### src/rtl/rob_scheduler_if.sv
// Issue, dispatch, completion and commit signals of the reorder buffer.
// The slave modport is the buffer itself; master is the surrounding pipeline.
interface rob_scheduler_if #(
  parameter int DEPTH = 8,
  parameter int XLEN  = 32
);
  localparam int ID_W = $clog2(DEPTH);

  logic            issue_valid;
  logic            issue_ready;
  logic            issue_type;
  logic [31:0]     issue_ins;
  logic [XLEN-1:0] issue_pc;
  logic [4:0]      issue_rd;

  logic            alu_valid;
  logic            alu_ready;
  logic [ID_W-1:0] alu_id;
  logic [31:0]     alu_ins;
  logic [XLEN-1:0] alu_pc;

  logic            mem_valid;
  logic            mem_ready;
  logic [ID_W-1:0] mem_id;
  logic [31:0]     mem_ins;
  logic [XLEN-1:0] mem_pc;

  logic            cmp_valid;
  logic [ID_W-1:0] cmp_id;
  logic [XLEN-1:0] cmp_value;
  logic            cmp_mispredict;
  logic [XLEN-1:0] cmp_target;

  logic            commit_valid;
  logic [4:0]      commit_rd;
  logic [XLEN-1:0] commit_value;

  logic            flush_pipeline;
  logic [XLEN-1:0] flush_pc;
  logic [ID_W:0]   count;

  modport master (
    output issue_valid, issue_type, issue_ins, issue_pc, issue_rd,
    input  issue_ready,
    input  alu_valid, alu_id, alu_ins, alu_pc,
    output alu_ready,
    input  mem_valid, mem_id, mem_ins, mem_pc,
    output mem_ready,
    output cmp_valid, cmp_id, cmp_value, cmp_mispredict, cmp_target,
    input  commit_valid, commit_rd, commit_value,
    input  flush_pipeline, flush_pc, count
  );

  modport slave (
    input  issue_valid, issue_type, issue_ins, issue_pc, issue_rd,
    output issue_ready,
    output alu_valid, alu_id, alu_ins, alu_pc,
    input  alu_ready,
    output mem_valid, mem_id, mem_ins, mem_pc,
    input  mem_ready,
    input  cmp_valid, cmp_id, cmp_value, cmp_mispredict, cmp_target,
    output commit_valid, commit_rd, commit_value,
    output flush_pipeline, flush_pc, count
  );
endinterface

### src/rtl/rob_scheduler.sv
// Reorder buffer: in-order issue and commit, independent ALU/MEM dispatch,
// out-of-order completion, full flush on a committed mispredict.
//   state     | meaning
//   EMPTY     | slot free
//   WAITING   | issued, awaiting dispatch on its channel
//   EXECUTING | dispatched, awaiting completion
//   DONE      | result captured, awaiting in-order commit
module rob_scheduler #(
  parameter int DEPTH = 8,
  parameter int XLEN  = 32
) (
  input logic            clk_in,
  input logic            rst_in,
  input logic            rdy_in,
  rob_scheduler_if.slave bus
);
  localparam int ID_W = $clog2(DEPTH);

  typedef enum logic [1:0] {EMPTY, WAITING, EXECUTING, DONE} ent_state_e;

  typedef struct packed {
    ent_state_e      state;
    logic            typ;
    logic [31:0]     ins;
    logic [XLEN-1:0] pc;
    logic [4:0]      rd;
    logic [XLEN-1:0] value;
    logic            mispredict;
    logic [XLEN-1:0] target;
  } entry_t;

  entry_t          ent     [DEPTH];
  entry_t          ent_nxt [DEPTH];
  logic [ID_W:0]   head, tail, head_nxt, tail_nxt;
  logic [ID_W-1:0] head_idx, tail_idx;
  logic            full;

  logic            commit_valid_q, commit_valid_nxt;
  logic            flush_q, flush_nxt;
  logic [4:0]      commit_rd_q, commit_rd_nxt;
  logic [XLEN-1:0] commit_value_q, commit_value_nxt;
  logic [XLEN-1:0] flush_pc_q, flush_pc_nxt;

  logic            alu_found, mem_found;
  logic [ID_W-1:0] alu_idx, mem_idx, scan_idx;
  logic            issue_fire, alu_fire, mem_fire;

  assign head_idx = head[ID_W-1:0];
  assign tail_idx = tail[ID_W-1:0];
  assign full     = (head[ID_W] != tail[ID_W]) && (head_idx == tail_idx);

  assign bus.issue_ready = ~full & rdy_in;
  assign bus.count       = tail - head;

  // Scan youngest-to-oldest so the last hit is the one closest to head.
  always_comb begin
    alu_found = 1'b0;
    mem_found = 1'b0;
    alu_idx   = '0;
    mem_idx   = '0;
    scan_idx  = '0;
    for (int i = DEPTH - 1; i >= 0; i--) begin
      scan_idx = head_idx + ID_W'(i);
      if (ent[scan_idx].state == WAITING) begin
        if (ent[scan_idx].typ) begin
          mem_found = 1'b1;
          mem_idx   = scan_idx;
        end else begin
          alu_found = 1'b1;
          alu_idx   = scan_idx;
        end
      end
    end
  end

  assign bus.alu_valid = alu_found & rdy_in;
  assign bus.alu_id    = alu_idx;
  assign bus.alu_ins   = ent[alu_idx].ins;
  assign bus.alu_pc    = ent[alu_idx].pc;

  assign bus.mem_valid = mem_found & rdy_in;
  assign bus.mem_id    = mem_idx;
  assign bus.mem_ins   = ent[mem_idx].ins;
  assign bus.mem_pc    = ent[mem_idx].pc;

  assign issue_fire = bus.issue_valid & bus.issue_ready;
  assign alu_fire   = bus.alu_valid & bus.alu_ready;
  assign mem_fire   = bus.mem_valid & bus.mem_ready;

  always_comb begin
    ent_nxt          = ent;
    head_nxt         = head;
    tail_nxt         = tail;
    commit_valid_nxt = 1'b0;
    flush_nxt        = 1'b0;
    commit_rd_nxt    = commit_rd_q;
    commit_value_nxt = commit_value_q;
    flush_pc_nxt     = flush_pc_q;
    if (rdy_in) begin
      if (issue_fire) begin
        ent_nxt[tail_idx].state      = WAITING;
        ent_nxt[tail_idx].typ        = bus.issue_type;
        ent_nxt[tail_idx].ins        = bus.issue_ins;
        ent_nxt[tail_idx].pc         = bus.issue_pc;
        ent_nxt[tail_idx].rd         = bus.issue_rd;
        ent_nxt[tail_idx].value      = '0;
        ent_nxt[tail_idx].mispredict = 1'b0;
        ent_nxt[tail_idx].target     = '0;
        tail_nxt                     = tail + 1'b1;
      end
      if (alu_fire) ent_nxt[alu_idx].state = EXECUTING;
      if (mem_fire) ent_nxt[mem_idx].state = EXECUTING;
      if (bus.cmp_valid && ent[bus.cmp_id].state == EXECUTING) begin
        ent_nxt[bus.cmp_id].state      = DONE;
        ent_nxt[bus.cmp_id].value      = bus.cmp_value;
        ent_nxt[bus.cmp_id].mispredict = bus.cmp_mispredict;
        ent_nxt[bus.cmp_id].target     = bus.cmp_target;
      end
      if (ent[head_idx].state == DONE) begin
        commit_valid_nxt       = 1'b1;
        commit_rd_nxt          = ent[head_idx].rd;
        commit_value_nxt       = ent[head_idx].value;
        ent_nxt[head_idx].state = EMPTY;
        head_nxt               = head + 1'b1;
        // A mispredict wipes everything younger, including this edge's issue/dispatch/completion.
        if (ent[head_idx].mispredict) begin
          flush_nxt    = 1'b1;
          flush_pc_nxt = ent[head_idx].target;
          for (int i = 0; i < DEPTH; i++) ent_nxt[i] = '0;
          head_nxt = '0;
          tail_nxt = '0;
        end
      end
    end
  end

  always_ff @(posedge clk_in or posedge rst_in) begin
    if (rst_in) begin
      for (int i = 0; i < DEPTH; i++) ent[i] <= '0;
      head           <= '0;
      tail           <= '0;
      commit_valid_q <= 1'b0;
      flush_q        <= 1'b0;
      commit_rd_q    <= '0;
      commit_value_q <= '0;
      flush_pc_q     <= '0;
    end else begin
      ent            <= ent_nxt;
      head           <= head_nxt;
      tail           <= tail_nxt;
      commit_valid_q <= commit_valid_nxt;
      flush_q        <= flush_nxt;
      commit_rd_q    <= commit_rd_nxt;
      commit_value_q <= commit_value_nxt;
      flush_pc_q     <= flush_pc_nxt;
    end
  end

  assign bus.commit_valid   = commit_valid_q;
  assign bus.commit_rd      = commit_rd_q;
  assign bus.commit_value   = commit_value_q;
  assign bus.flush_pipeline = flush_q;
  assign bus.flush_pc       = flush_pc_q;
endmodule
### src/flat_wrapper.sv
// flat-port wrapper written by rule: the top's interface ports become plain ports
module rob_scheduler_flat 
#(
  parameter int DEPTH = 8,
  parameter int XLEN  = 32
)
  (clk_in, rst_in, rdy_in, bus_issue_valid, bus_issue_type, bus_issue_ins, bus_issue_pc, bus_issue_rd, bus_issue_ready, bus_alu_valid, bus_alu_id, bus_alu_ins, bus_alu_pc, bus_alu_ready, bus_mem_valid, bus_mem_id, bus_mem_ins, bus_mem_pc, bus_mem_ready, bus_cmp_valid, bus_cmp_id, bus_cmp_value, bus_cmp_mispredict, bus_cmp_target, bus_commit_valid, bus_commit_rd, bus_commit_value, bus_flush_pipeline, bus_flush_pc, bus_count);
  rob_scheduler_if #(.DEPTH(DEPTH), .XLEN(XLEN)) bus_i ();
  input logic clk_in;
  input logic rst_in;
  input logic rdy_in;
  input wire logic [$bits(bus_i.issue_valid)-1:0] bus_issue_valid;
  input wire logic [$bits(bus_i.issue_type)-1:0] bus_issue_type;
  input wire logic [$bits(bus_i.issue_ins)-1:0] bus_issue_ins;
  input wire logic [$bits(bus_i.issue_pc)-1:0] bus_issue_pc;
  input wire logic [$bits(bus_i.issue_rd)-1:0] bus_issue_rd;
  output wire logic [$bits(bus_i.issue_ready)-1:0] bus_issue_ready;
  output wire logic [$bits(bus_i.alu_valid)-1:0] bus_alu_valid;
  output wire logic [$bits(bus_i.alu_id)-1:0] bus_alu_id;
  output wire logic [$bits(bus_i.alu_ins)-1:0] bus_alu_ins;
  output wire logic [$bits(bus_i.alu_pc)-1:0] bus_alu_pc;
  input wire logic [$bits(bus_i.alu_ready)-1:0] bus_alu_ready;
  output wire logic [$bits(bus_i.mem_valid)-1:0] bus_mem_valid;
  output wire logic [$bits(bus_i.mem_id)-1:0] bus_mem_id;
  output wire logic [$bits(bus_i.mem_ins)-1:0] bus_mem_ins;
  output wire logic [$bits(bus_i.mem_pc)-1:0] bus_mem_pc;
  input wire logic [$bits(bus_i.mem_ready)-1:0] bus_mem_ready;
  input wire logic [$bits(bus_i.cmp_valid)-1:0] bus_cmp_valid;
  input wire logic [$bits(bus_i.cmp_id)-1:0] bus_cmp_id;
  input wire logic [$bits(bus_i.cmp_value)-1:0] bus_cmp_value;
  input wire logic [$bits(bus_i.cmp_mispredict)-1:0] bus_cmp_mispredict;
  input wire logic [$bits(bus_i.cmp_target)-1:0] bus_cmp_target;
  output wire logic [$bits(bus_i.commit_valid)-1:0] bus_commit_valid;
  output wire logic [$bits(bus_i.commit_rd)-1:0] bus_commit_rd;
  output wire logic [$bits(bus_i.commit_value)-1:0] bus_commit_value;
  output wire logic [$bits(bus_i.flush_pipeline)-1:0] bus_flush_pipeline;
  output wire logic [$bits(bus_i.flush_pc)-1:0] bus_flush_pc;
  output wire logic [$bits(bus_i.count)-1:0] bus_count;
  assign bus_i.issue_valid = bus_issue_valid;
  assign bus_i.issue_type = bus_issue_type;
  assign bus_i.issue_ins = bus_issue_ins;
  assign bus_i.issue_pc = bus_issue_pc;
  assign bus_i.issue_rd = bus_issue_rd;
  assign bus_issue_ready = bus_i.issue_ready;
  assign bus_alu_valid = bus_i.alu_valid;
  assign bus_alu_id = bus_i.alu_id;
  assign bus_alu_ins = bus_i.alu_ins;
  assign bus_alu_pc = bus_i.alu_pc;
  assign bus_i.alu_ready = bus_alu_ready;
  assign bus_mem_valid = bus_i.mem_valid;
  assign bus_mem_id = bus_i.mem_id;
  assign bus_mem_ins = bus_i.mem_ins;
  assign bus_mem_pc = bus_i.mem_pc;
  assign bus_i.mem_ready = bus_mem_ready;
  assign bus_i.cmp_valid = bus_cmp_valid;
  assign bus_i.cmp_id = bus_cmp_id;
  assign bus_i.cmp_value = bus_cmp_value;
  assign bus_i.cmp_mispredict = bus_cmp_mispredict;
  assign bus_i.cmp_target = bus_cmp_target;
  assign bus_commit_valid = bus_i.commit_valid;
  assign bus_commit_rd = bus_i.commit_rd;
  assign bus_commit_value = bus_i.commit_value;
  assign bus_flush_pipeline = bus_i.flush_pipeline;
  assign bus_flush_pc = bus_i.flush_pc;
  assign bus_count = bus_i.count;
  rob_scheduler #(.DEPTH(DEPTH), .XLEN(XLEN)) u_core (.clk_in(clk_in), .rst_in(rst_in), .rdy_in(rdy_in), .bus(bus_i));
endmodule
### config.mk
export PLATFORM = sky130hd
export DESIGN_NAME = rob_scheduler_flat
export DESIGN_NICKNAME = d
export VERILOG_FILES = /design/src/rtl/rob_scheduler_if.sv /design/src/rtl/rob_scheduler.sv /design/src/flat_wrapper.sv
export SDC_FILE = /design/constraint.sdc
export NUM_CORES = 2
export LEC_CHECK = 0
export ABC_AREA = 0
export CAP_MARGIN = 0
export CORE_MARGIN = 4
export CORE_UTILIZATION = 60
export DETAILED_ROUTE_END_ITERATION = 8
export GPL_TIMING_DRIVEN = 1
export PLACE_DENSITY_LB_ADDON = 0.08
export REMOVE_ABC_BUFFERS = 1
export SETUP_SLACK_MARGIN = 0.15
export SKIP_CTS_REPAIR_TIMING = 1
export SYNTH_ARGS = -nofsm -noshare
export SYNTH_HDL_FRONTEND = slang
export SYNTH_SLANG_ARGS = --single-unit
### constraint.sdc
create_clock -name clk_in -period 48.8 [get_ports clk_in]
set_input_delay 7.32 -clock clk_in [delete_from_list [all_inputs] [get_ports clk_in]]
set_output_delay 7.32 -clock clk_in [all_outputs]
set_load 0.1 [all_outputs]
# [After elaboration in Yosys (flattened, before gate mapping)]
# Cells that the tools add are included.
[totals] ff_bits=1175 output_inout_bits=212
[classes] add_sub_neg=10 order_cmp=17 eq_ne=12 n_mux=161 bitwise=19 n_reduce_logical=9
[ops] op="$bwmux 1096" n=15
[ops] op="$mux 1096" n=10
[ops] op="$demux 137 s3" n=15
[ops] op="$bmux 137 s3" n=11
[ops] op="$mux 137" n=23
[ops] op="$mux 134" n=5
[ops] op="$mux 135" n=1
[ops] op="$mux 65" n=2
[ops] op="$mux 102" n=1
[ops] op="$mux 3" n=32
[ops] op="$mux 70" n=1
[ops] op="$mux 33" n=2
[ops] op="$mux 32" n=2
[ops] op="$ge 4x4->1 const B" n=12
[ops] op="$not 3->4" n=12
[ops] op="$mux 1" n=37
[ops] op="$lt 4x1->1 const B" n=5
[ops] op="$eq 2x1->1 const B" n=8
[ops] op="$mux 4" n=4
[ops] op="$add 3x3->3 const B" n=4
[ops] op="$add 4x1->4 const B" n=2
[ops] op="$logic_and 1x1->1" n=7
[ops] op="$add 3x2->3 const B" n=2
[ops] op="$and 1x1->1" n=6
[ops] op="8 further kinds" n=9

# [Depth between registers and ports, before layout]
[depth] ltp_word=41 mapped_depth=21

# [Worst setup path after synthesis]
# OpenSTA, ideal clock, no wires.
[synth_path] path_kind="input port to output port" startpoint="in rdy_in" endpoint="out bus_alu_valid" t_arrival_ps=8849 path_slack_ps=32631 path_stages=4 path_buffers=3 cell_sequence="clkbuf_1 > clkbuf_1 > clkbuf_1 > o21a_1"
[synth_between] elab_chain_len=1
[synth_lines] item="from (decl)" line_no="flat_wrapper.sv:11" source="input logic rdy_in;"
[synth_lines] item="$and 1x1->1" line_no="rob_scheduler.sv:76" source="assign bus.alu_valid = alu_found & rdy_in;"
[synth_lines] item="to (decl)" line_no="flat_wrapper.sv:18" source="output wire logic [$bits(bus_i.alu_valid)-1:0] bus_alu_valid;"
# No other way between the ends.

# [Worst setup path in the final report]
[layout_path] startpoint="in rdy_in" endpoint="out bus_issue_ready"
[layout_between] elab_chain_len=1
[layout_lines] item="$and 1x1->1" line_no="rob_scheduler.sv:52" source="assign bus.issue_ready = ~full & rdy_in;"
[layout_lines] item="to (decl)" line_no="flat_wrapper.sv:17" source="output wire logic [$bits(bus_i.issue_ready)-1:0] bus_issue_ready;"
# No other way between the ends.

==> run metrics <==
outcome finished clean; vias per cell 7.19; Cell Rows 113; DRC viols 0; Num Clock Sinks 1175; routed length per placed instance 30.1 µm; Area after DPL 0.0614 mm²; Critical Path Sink Type primary output; crit-path cells buf_2 > buf_4 > inv_1 > nor2_1 > clkdlybuf4s50_1; initial core utilization 0.606; Final setup viols 0; Core Util, Final 0.690; total CTS buffers ~120; IO buf count 356; Req. time, crit path 41.48 ns; Max Freq between 50 and 60 MHz; DIE HEIGHT 318 µm; Worst Slack Setup Final 31.81 ns; GR Overflow Total 0; worst r2r src u_core.head[0]$_DFFE_PP0P_; final period utilization 0.348; Synth Cell Area 0.0577 mm²; largest net degree at the start of global routing 199; GR Util met2 0.552; min cycle time layout 16.99 ns; TritonCTS clock tree yes; most used flip-flop cell after synthesis dfrtp_1; clk slew on worst S/H paths 0.06 ns; clk_lat worst skew 0.71 ns; share of cells above drive strength 1 0.120; Clock Skews 0.0323 ns; RSZ-0062 raised after global routing no; Crit Reg-Reg Endpoint u_core.ent[957]$_DFFE_PP0P_; Critical Path Fanout Max 33; post-synthesis sequential area ratio 0.510; H-tree levels 3; total of max-cap violations 0; TritonRoute pass-1 iters 6; nature of the critical path startpoint input port; min-delay worst type reg -> reg; DRT Wirelength 181000 µm; Slew HR 0.175; Detailed Place HPWL 94100 µm; DRT antenna net count 0; 1st-iter DRT viols 4663; met1 Usage GRT 0.475; initial antenna violation count 26; Worst R2R Setup Slack 42.46 ns; GPL Wtd Cong 0.906; CP Buf/Inv Count 4; die area ~0.10 mm²; Total GRT Usage 0.349; pre-CTS setup slack 31.83 ns; first-pass GRT wire length 276000 µm; core area 0.0952 mm²; cells after synthesis approximately 4600; worst hold endpoint u_core.bus.commit_value[9]$_DFFE_PP0P_; HP Start u_core.bus.commit_value[9]$_DFFE_PP0P_; unique cell type count in the Yosys netlist 84; Fillers 6787; number of global-route vias before repair between 40000 and 50000; hold path cells 2; average size of a mapped cell 12.4 µm²; Worst EP arrival between 9 and 10 ns; max-slew violation count 0; final hold viol count 0; Synth async-reset ratio 1.00; Synth Warn # 0; synthesis-to-layout area growth 13.8%; total negative slack 0 ns; met3 usage 0.0788; Ports 357; Max stage delay on crit path around 1.2 ns; Chip Width 318 µm; Seq cells post-synth about 1200; Least-Margin Pin Slew between 1 and 1.5 ns; top cells by area, synth dfrtp_1 51%, a22o_1 16%, mux2i_1 11%, mux4_2 6.2%, clkbuf_1 1.9%; Post-synth EDFFs 0; global route hottest layer met2; fin area 0.0656 mm²; root buffer cell clkbuf_16; Synth top area share 0.510; DR vias around 43000; Synth area leader dfrtp_1; Longest Clk Path Bufs 3; layout net count 4784; Top delay family on crit path buffers and inverters; critical path's slowest cell clkdlybuf4s50_1; Crit Path Class in -> out; R2R depth 12
==> worst register-to-register path, delay by kind of cell (launching register included) <==
kind	cells	cell delay [ns]
flip-flops	1	0.78
multiplexers	1	0.45
AND/OR/NAND/NOR	4	1.60
AO/OA/AOI/OAI	3	1.30
buffers and inverters	3	1.25
adder cells (fa/ha/maj)	1	0.85
==> through the flow <==
stage	hold WS, ns	std cells
4_1_cts	0.484	5997
3_3_place_gp	0.463	5772
3_5_place_dp	0.470	5772
5_1_grt	0.505	6005
2_1_floorplan	0.461	4075
6_report	0.486	6011
==> final cells by class <==
cell class / instances / area, µm² / area share
Multi-Input combinational cell: 2874 / 26100 / 0.398
Clock inverter: 58 / 791 / 0.0120
Sequential cell: 1175 / 29400 / 0.448
Tap cell: 1265 / 1580 / 0.0241
Antenna cell: 14 / 35.0 / 0.000534
Clock buffer: 167 / 3420 / 0.0521
Inverter: 26 / 123 / 0.00187
Timing Repair Buffer: 432 / 4170 / 0.0636
==> routing by layer <==
metal	wire (µm)	vias up
li1	-	17900
met1	72100	22400
met2	84800	2460
met3	17000	470
met4	6800	22
met5	157	-
==> cell families after synthesis <==
family,Yosys count,synth area share
mux,875,0.188
compound gates,1567,0.219
buf+inv,597,0.0437
fa+ha+maj,11,0.00252
simple gates,410,0.0359
flops,1175,0.510
xor+xnor,11,0.00167
==> placed cells by master, fill, tap and decap left out, types with 50 or more instances in the layout <==
cell type	netlist	layout
a21oi_1	51	50
a22o_1	1086	1086
a22oi_1	65	65
buf_4	29	75
clkbuf_16	0	122
clkdlybuf4s50_1	0	352
dfrtp_1	1175	1173
mux2_2	67	67
mux2i_1	650	650
mux4_2	158	158
nand2_1	137	135
nand3_1	80	80
nor2_1	72	65
o21a_1	67	67
o21ai_0	183	183
==> cells in the mapped netlist (all sizes together), types with 6 or more instances <==
cell and instances:
dfrtp 1175, a22o 1086, mux2i 650, clkbuf 291, buf 280, o21ai 199
mux4 158, nand2 137, nand3 80, nor2 75, mux2 67, o21a 67
a22oi 65, a21oi 51, inv 25, nor3 15, a21o 14, nand4 11
or3 11, ha 10, nor2b 10, o211ai 10, a211oi 9, o31ai 9
or4bb 8, a41oi 7, nand2b 7, nand3b 7, o2111ai 7, nor3b 6
nor4 6, xnor2 6
==> worst max-delay path by stage <==
stage,startpoint,depth (start not counted),end,slack (ns)
floorplan,rst_in,1,u_core.bus.commit_rd[0]$_DFFE_PP0P_,8.38
global route,rdy_in,5,bus_issue_ready,31.70
CTS,rdy_in,5,bus_issue_ready,31.84
detailed placement,rdy_in,5,bus_issue_ready,31.83
global placement,rdy_in,5,bus_issue_ready,31.81
finish,rdy_in,5,bus_issue_ready,31.81
==> registers in the layout (all words and copies together), names as in the netlist <==
register	cells
u_core.ent	1096
u_core.bus.commit_value	32
u_core.bus.flush_pc	32
u_core.bus.commit_rd	5
u_core.head	4
u_core.tail	4
u_core.bus.commit_valid	1
u_core.bus.flush_pipeline	1
Power is not shown: default switching activity piles up to over one toggle a cycle in this logic, so the estimate is an artifact.
